--- config.mk ---
export PLATFORM = sky130hd
export DESIGN_NAME = bakery_scheduler_flat
export DESIGN_NICKNAME = d
export VERILOG_FILES = /design/src/rtl/bakery_pkg.sv /design/src/rtl/bakery_scheduler_if.sv /design/src/rtl/sched_wait_ctr.sv /design/src/rtl/bakery_scheduler.sv /design/src/flat_wrapper.sv
export SDC_FILE = /design/constraint.sdc
export NUM_CORES = 1
export LEC_CHECK = 0
export CORE_AREA = 2 2 42 44
export CTS_CLUSTER_DIAMETER = 150
export CTS_CLUSTER_SIZE = 25
export DETAILED_ROUTE_END_ITERATION = 16
export DIE_AREA = 0 0 44 46
export DONT_BUFFER_PORTS = 1
export SLEW_MARGIN = 20
export SYNTH_ARGS = -nofsm -noshare
export SYNTH_HDL_FRONTEND = slang
export SYNTH_SLANG_ARGS = --single-unit
--- constraint.sdc ---
create_clock -name clock -period 3.2 [get_ports clock]
set_clock_uncertainty 0.05 [all_clocks]
set_input_delay 0.16 -clock clock [delete_from_list [all_inputs] [get_ports clock]]
set_output_delay 0.16 -clock clock [all_outputs]
set_load 0.02 [all_outputs]
--- src/rtl/bakery_pkg.sv ---
// rtl/bakery_pkg.sv - shared types and default constants for the bakery model and its scheduler
package bakery_pkg;

  localparam int DEF_HIPROC = 1;
  localparam int DEF_SELMSB = 1;

  typedef enum logic [1:0] {L_IDLE, L_ENTRY, L_WAIT, L_CRIT} loc;

  typedef enum logic [1:0] {S_IDLE, S_RUN, S_HOLD} sched_st;

endpackage

--- src/rtl/bakery_scheduler_if.sv ---
// rtl/bakery_scheduler_if.sv - choice inputs and grant outputs of the bakery scheduler
interface bakery_scheduler_if
  import bakery_pkg::*;
#(
  parameter int SELMSB = DEF_SELMSB
);

  logic              enable;
  logic [SELMSB:0]   nd_select;
  logic              nd_pause;
  logic [SELMSB:0]   select;
  logic              pause;
  logic              forced;
  logic              valid;

  modport master (
    output enable, nd_select, nd_pause,
    input  select, pause, forced, valid
  );

  modport slave (
    input  enable, nd_select, nd_pause,
    output select, pause, forced, valid
  );

endinterface

--- src/rtl/sched_wait_ctr.sv ---
// rtl/sched_wait_ctr.sv - saturating per-process wait counter with starvation flag
module sched_wait_ctr #(
  parameter int WMSB    = 2,
  parameter int MAXWAIT = 3
) (
  input  logic clock,
  input  logic reset_n,
  input  logic clr,
  input  logic inc,
  output logic at_max
);

  localparam logic [WMSB:0] WMAX = (WMSB+1)'(MAXWAIT);

  logic [WMSB:0] cnt;

  // Clear wins over increment; increment stops at MAXWAIT so the count never wraps
  always_ff @(posedge clock or negedge reset_n) begin
    if (!reset_n) begin
      cnt <= '0;
    end else if (clr) begin
      cnt <= '0;
    end else if (inc && (cnt != WMAX)) begin
      cnt <= cnt + 1'b1;
    end
  end

  assign at_max = (cnt == WMAX);

endmodule

--- src/rtl/bakery_scheduler.sv ---
// rtl/bakery_scheduler.sv - bounded-fair select/pause generator; BAKERY_SCHED_LFSR_EN swaps the choice ports for an internal LFSR
module bakery_scheduler
  import bakery_pkg::*;
#(
  parameter int HIPROC   = DEF_HIPROC,
  parameter int SELMSB   = DEF_SELMSB,
  parameter int WMSB     = 2,
  parameter int MAXWAIT  = 3,
  parameter int PAUSEMAX = 2
) (
  input  logic               clock,
  input  logic               reset_n,
  bakery_scheduler_if.slave  bus
);

  localparam logic [SELMSB:0] HI_SEL = (SELMSB+1)'(HIPROC);
  localparam logic [WMSB:0]   PMAX   = (WMSB+1)'(PAUSEMAX);

  sched_st          state;
  logic [SELMSB:0]  select_q;
  logic             pause_q;
  logic             forced_q;
  logic             valid_q;
  logic [WMSB:0]    pause_cnt;

  logic [SELMSB:0]  src_sel;
  logic             src_pause;
  logic [SELMSB:0]  cand;
  logic [SELMSB:0]  grant;
  logic             starved;
  logic [HIPROC:0]  at_max;

`ifdef BAKERY_SCHED_LFSR_EN
  logic [15:0] lfsr;
  logic        lfsr_fb;

  assign lfsr_fb   = lfsr[15] ^ lfsr[13] ^ lfsr[12] ^ lfsr[10];
  assign src_sel   = lfsr[SELMSB:0];
  assign src_pause = lfsr[15];

  // Free-running choice source, stepped only when the scheduler advances
  always_ff @(posedge clock or negedge reset_n) begin
    if (!reset_n) begin
      lfsr <= 16'hACE1;
    end else if (bus.enable) begin
      lfsr <= {lfsr[14:0], lfsr_fb};
    end
  end
`else
  assign src_sel   = bus.nd_select;
  assign src_pause = bus.nd_pause;
`endif

  assign cand = (src_sel <= HI_SEL) ? src_sel : '0;

  // Starvation override: the lowest-index saturated process beats the free choice
  always_comb begin
    grant   = cand;
    starved = 1'b0;
    for (int i = HIPROC; i >= 0; i--) begin
      if (at_max[i]) begin
        grant   = (SELMSB+1)'(i);
        starved = 1'b1;
      end
    end
  end

  for (genvar g = 0; g <= HIPROC; g++) begin : g_wait
    logic hit;
    assign hit = (grant == (SELMSB+1)'(g));
    sched_wait_ctr #(
      .WMSB    (WMSB),
      .MAXWAIT (MAXWAIT)
    ) u_ctr (
      .clock   (clock),
      .reset_n (reset_n),
      .clr     (bus.enable && hit),
      .inc     (bus.enable && !hit),
      .at_max  (at_max[g])
    );
  end

  // Scheduler FSM with registered grant, pause bound and valid flag
  always_ff @(posedge clock or negedge reset_n) begin
    if (!reset_n) begin
      state     <= S_IDLE;
      select_q  <= '0;
      pause_q   <= 1'b0;
      forced_q  <= 1'b0;
      valid_q   <= 1'b0;
      pause_cnt <= '0;
    end else begin
      case (state)
        S_IDLE:  if (bus.enable)  state <= S_RUN;
        S_RUN:   if (!bus.enable) state <= S_HOLD;
        default: if (bus.enable)  state <= S_RUN;
      endcase
      if (bus.enable) begin
        valid_q  <= 1'b1;
        select_q <= grant;
        forced_q <= starved;
        if (pause_cnt == PMAX) begin
          pause_q   <= 1'b0;
          pause_cnt <= '0;
        end else begin
          pause_q   <= src_pause;
          pause_cnt <= src_pause ? pause_cnt + 1'b1 : '0;
        end
      end
    end
  end

  assign bus.select = select_q;
  assign bus.pause  = pause_q;
  assign bus.forced = forced_q;
  assign bus.valid  = valid_q;

endmodule

--- src/flat_wrapper.sv ---
// flat-port wrapper written by rule: the top's interface ports become plain ports
module bakery_scheduler_flat import bakery_pkg::*;
#(
  parameter int HIPROC   = DEF_HIPROC,
  parameter int SELMSB   = DEF_SELMSB,
  parameter int WMSB     = 2,
  parameter int MAXWAIT  = 3,
  parameter int PAUSEMAX = 2
)
  (clock, reset_n, bus_enable, bus_nd_select, bus_nd_pause, bus_select, bus_pause, bus_forced, bus_valid);
  bakery_scheduler_if #(.SELMSB(SELMSB)) bus_i ();
  input  logic clock;
  input  logic reset_n;
  input wire logic [$bits(bus_i.enable)-1:0] bus_enable;
  input wire logic [$bits(bus_i.nd_select)-1:0] bus_nd_select;
  input wire logic [$bits(bus_i.nd_pause)-1:0] bus_nd_pause;
  output wire logic [$bits(bus_i.select)-1:0] bus_select;
  output wire logic [$bits(bus_i.pause)-1:0] bus_pause;
  output wire logic [$bits(bus_i.forced)-1:0] bus_forced;
  output wire logic [$bits(bus_i.valid)-1:0] bus_valid;
  assign bus_i.enable = bus_enable;
  assign bus_i.nd_select = bus_nd_select;
  assign bus_i.nd_pause = bus_nd_pause;
  assign bus_select = bus_i.select;
  assign bus_pause = bus_i.pause;
  assign bus_forced = bus_i.forced;
  assign bus_valid = bus_i.valid;
  bakery_scheduler #(.HIPROC(HIPROC), .SELMSB(SELMSB), .WMSB(WMSB), .MAXWAIT(MAXWAIT), .PAUSEMAX(PAUSEMAX)) u_core (.clock(clock), .reset_n(reset_n), .bus(bus_i));
endmodule
==> flow_summary_export.csv <==
group,metric,value,unit
run_status,run_status,"finished, final reports clean",
detailed_routing,avgRoutedWirePerCell,13.8,um
placed_design,dpl_cell_area,699,sq um
setup_path,slowest_delay,0.42,ns
flow_run,drv_cap,0,
clock_tree,post_cts_setup_repair_buffer_count,0,
setup_path,cp.depth,5,
clock_tree,clockRootBuffer,"sky130_fd_sc_hd__clkbuf_4",
hold_path,hold_path_class,"in2reg",
grt,grt_overflow_total,0,
detailed_routing,post_route_drc,0,
layout,area.growth.synth_to_final,12.1,%
synth,syn-instance-count,65,
floorplan,top_level_ports,11,
setup_path,most_frequent_cell_on_the_critical_path,"sky130_fd_sc_hd__ha_1",
sta,finalCritPeriodShare,50.8,%
clock_tree,htree_num_levels,1,
synth,yosys.cell_types.count,22,
setup_path,setup.worst_path.class,"reg2reg",
power,power.net_switching,0.163,mW
placed_design,dp.final_hpwl,834,um
sta,finalHoldWorstSlack,0.0282,ns
synth,mappedNetlistNets,77,
clock_tree,clk_path_buf_depth,2,
grt,grt_first_pass_wirelength,2.03,mm
setup_path,worst-endpoint-arrival,1.79,ns
synth,netlist.top_cell.by_area,"sky130_fd_sc_hd__dfrtp_1",
power,power-per-cell-area,666,nW/um^2
synth,yosysWarningCount,0,
sta,slew_viol_final,0,
synth,netlist_area,683,sq um
setup_path,timing.reg2reg.worst_path_depth,5,
placed_design,post-place-ws,1.61,ns
power,sw_frac_of_total,32.0,%
sta,finalWorstSetupSlack,1.57,ns
setup_path,worstSetupStartpointType,"flip-flop",
layout,post-route-cell-area,766,sq um
setup_path,timing.critical_path.buf_inv,0,
layout,antenna_cells,0,
grt,grt_antenna_before_repair,0,
power,clock_power_share,24.7,%
grt,groute.usage.overall,14.3,%
clock_tree,worst_skew_pair.late_latency,0.27,ns
synth,number_of_flops_mapped_to_enable_cells_by_yosys,0,
clock_tree,cts_tree,"yes",
power,fin_total_pwr,0.510,mW
sta,setup_repair_after_global_routing_missed_its_margin,"no",
sta,fmax,615,MHz
sta,hold_violation_count_in_the_final_report,0,
sta,setup_viol_count_final,0,
floorplan,die_footprint,2020,sq um
synth,yosys_register_bits,14,
detailed_routing,route.antenna.remaining_nets,0,
synth,synthTopCellsByCount,"sky130_fd_sc_hd__dfrtp_1, sky130_fd_sc_hd__inv_1, sky130_fd_sc_hd__o21ai_0",
sta,timing.slew.headroom,57.6,%
detailed_routing,first_iter_violations,5,
layout,final_nets,84,
placed_design,gpl.final_weighted_congestion,0.820,
setup_path,timing.critical_path.cells,"ha_1 > ha_1 > or2b_4 > o21ai_0 > a221o_1",
floorplan,die_width,44,um
hold_path,hold-path-cell-count,2,
layout,post_route_cells_drive_above_1_share,9.86,%
setup_path,worst_path_max_delay_cell,"sky130_fd_sc_hd__dfrtp_1",
setup_path,cp-end-kind,"flip-flop",
detailed_routing,detail_route.first_pass.iterations,3,
power,power.share.sequential,50.2,%
sta,worst_slew_pin_slew,0.634,ns
placed_design,dp.cells,81,
layout,final_core_util,47.4,%
detailed_routing,routed_via_density,5.44,
sta,setup_tns,0,ns
power,leakagePower,0.348,nW
power,cellInternalPower,0.347,mW
placed_design,portBuffers,0,
setup_path,crit_required,3.36,ns
floorplan,floorplan.core_area,1610,sq um
setup_path,worst_path_dominant_cell_family,"adder cells",
grt,number_of_global_route_vias_before_repair,474,
synth,synth.top_cells.by_area,"sky130_fd_sc_hd__dfrtp_1, sky130_fd_sc_hd__ha_1, sky130_fd_sc_hd__o21ai_0, sky130_fd_sc_hd__a221o_1, sky130_fd_sc_hd__inv_1",
clock_tree,worst_setup_hold_path_clk_slew,0.09,ns
detailed_routing,route.vias.total,479,
synth,post-synth-top-area-fraction,51.3,%
grt,grt_max_degree,15,
clock_tree,cts.sink_count,14,
floorplan,floorplan.rows,15,
floorplan,initial_core_util,42.3,%
floorplan,die_y,46,um
synth,async_set_reset_flop_share_out_of_synthesis,100,%
layout,finalNonFillerCells,88,
layout,fillerInstances,170,
power,worst_ir_drop_vdd,0.309,mV
power,combinationalPowerShare,25.1,%
synth,synth.yosys.seq_area_share,51.3,%
synth,yosys_most_used_dff,"sky130_fd_sc_hd__dfrtp_1",
synth,postSynthAreaPerCell,10.5,sq um
setup_path,worst-path-max-fanout,6,
sta,fin_crit,1.63,ns
clock_tree,num_cts_buffers,3,
detailed_routing,finalWirelength,1.21,mm
synth,post-synth-top-count-cell,"sky130_fd_sc_hd__dfrtp_1",
==> cells in the final DEF (no fill, tap or decap), drive strengths merged <==
| cell | count |
|---|---|
| nand2 | 5 |
| or2 | 1 |
| dfrtp | 14 |
| o2111ai | 1 |
| o22ai | 1 |
| o31ai | 1 |
| a221o | 3 |
| o21ai | 9 |
| inv | 9 |
| or2b | 1 |
| a21oi | 1 |
| clkbuf | 4 |
| nor3 | 3 |
| o2bb2ai | 1 |
| nor2b | 3 |
| nor2 | 2 |
| a22o | 1 |
| dlygate4sd3 | 3 |
| ha | 6 |
| nand4bb | 1 |
| mux2i | 1 |
==> cell families (layout without fill, tap and decap cells) <==
| family | Yosys count | in the layout | share of synthesized area (%) |
|---|---|---|---|
| buffers and inverters | 10 | 16 | 5.68 |
| multiplexers | 1 | 1 | 1.47 |
| AND/OR/NAND/NOR | 16 | 16 | 13.0 |
| flip-flops | 14 | 14 | 51.3 |
| adder cells (fa/ha/maj) | 6 | 6 | 11.0 |
| AO/OA/AOI/OAI | 18 | 18 | 17.6 |
==> power by group through the flow <==
stage	logic, mW	registers, mW	clock network [mW]
global placement	0.117	0.259	0
detailed placement	0.120	0.260	0
finish	0.128	0.256	0.126
CTS	0.130	0.256	0.131
floorplan	0.103	0.252	0
global route	0.151	0.261	0.137
==> what timing repair did <==
| action | CTS | global route |
|---|---|---|
| gates resized for setup | 0 | 0 |
| endpoints found under the hold margin | 22 | 0 |
| hold buffers | 3 | 0 |
==> per-layer routing <==
metal | vias to the layer above | global-route usage (%) | wire, um
li1 | 239 | - | -
met1 | 231 | 18.7 | 601
met2 | 7 | 22.1 | 556
met3 | 2 | 2.38 | 43
met4 | 0 | 9.09 | 12
met5 | - | 0 | 0
==> final timing paths <==
check | startpoint | end | slack (ns)
setup / recovery | u_core.g_wait[1].u_ctr.cnt[0]$_DFFE_PN0P_ | u_core.g_wait[1].u_ctr.cnt[0]$_DFFE_PN0P_ | 1.57
hold / removal | bus_nd_pause | u_core.pause_cnt[0]$_DFFE_PN0P_ | 0.03
setup reg to reg | u_core.g_wait[1].u_ctr.cnt[0]$_DFFE_PN0P_ | u_core.g_wait[1].u_ctr.cnt[0]$_DFFE_PN0P_ | 1.57
hold reg to reg | u_core.g_wait[0].u_ctr.cnt[0]$_DFFE_PN0P_ | u_core.g_wait[0].u_ctr.cnt[0]$_DFFE_PN0P_ | 0.43
max in group asynchronous | reset_n | u_core.bus.forced$_DFFE_PN0P_ | 2.41
min in group asynchronous | reset_n | u_core.g_wait[0].u_ctr.cnt[2]$_DFFE_PN0P_ | 0.29
==> cell type report <==
type                    instances  area, sq um  area share [%]
well taps                      17         21.3            2.78
flip-flops and latches         14          350            45.8
multi-input cells              41          294            38.4
clock buffers                   4         36.3            4.74
repair buffers                  3         30.0            3.92
inverters                       9         33.8            4.41
==> flip-flops by register name (all words and copies together) (netlist names) <==
signal,flops
u_core.bus.pause,1
u_core.bus.select,2
u_core.bus.forced,1
u_core.pause_cnt,3
u_core.bus.valid,1
u_core.g_wait.u_ctr.cnt,6
No activity file was read; power rests on OpenSTA's default activity.
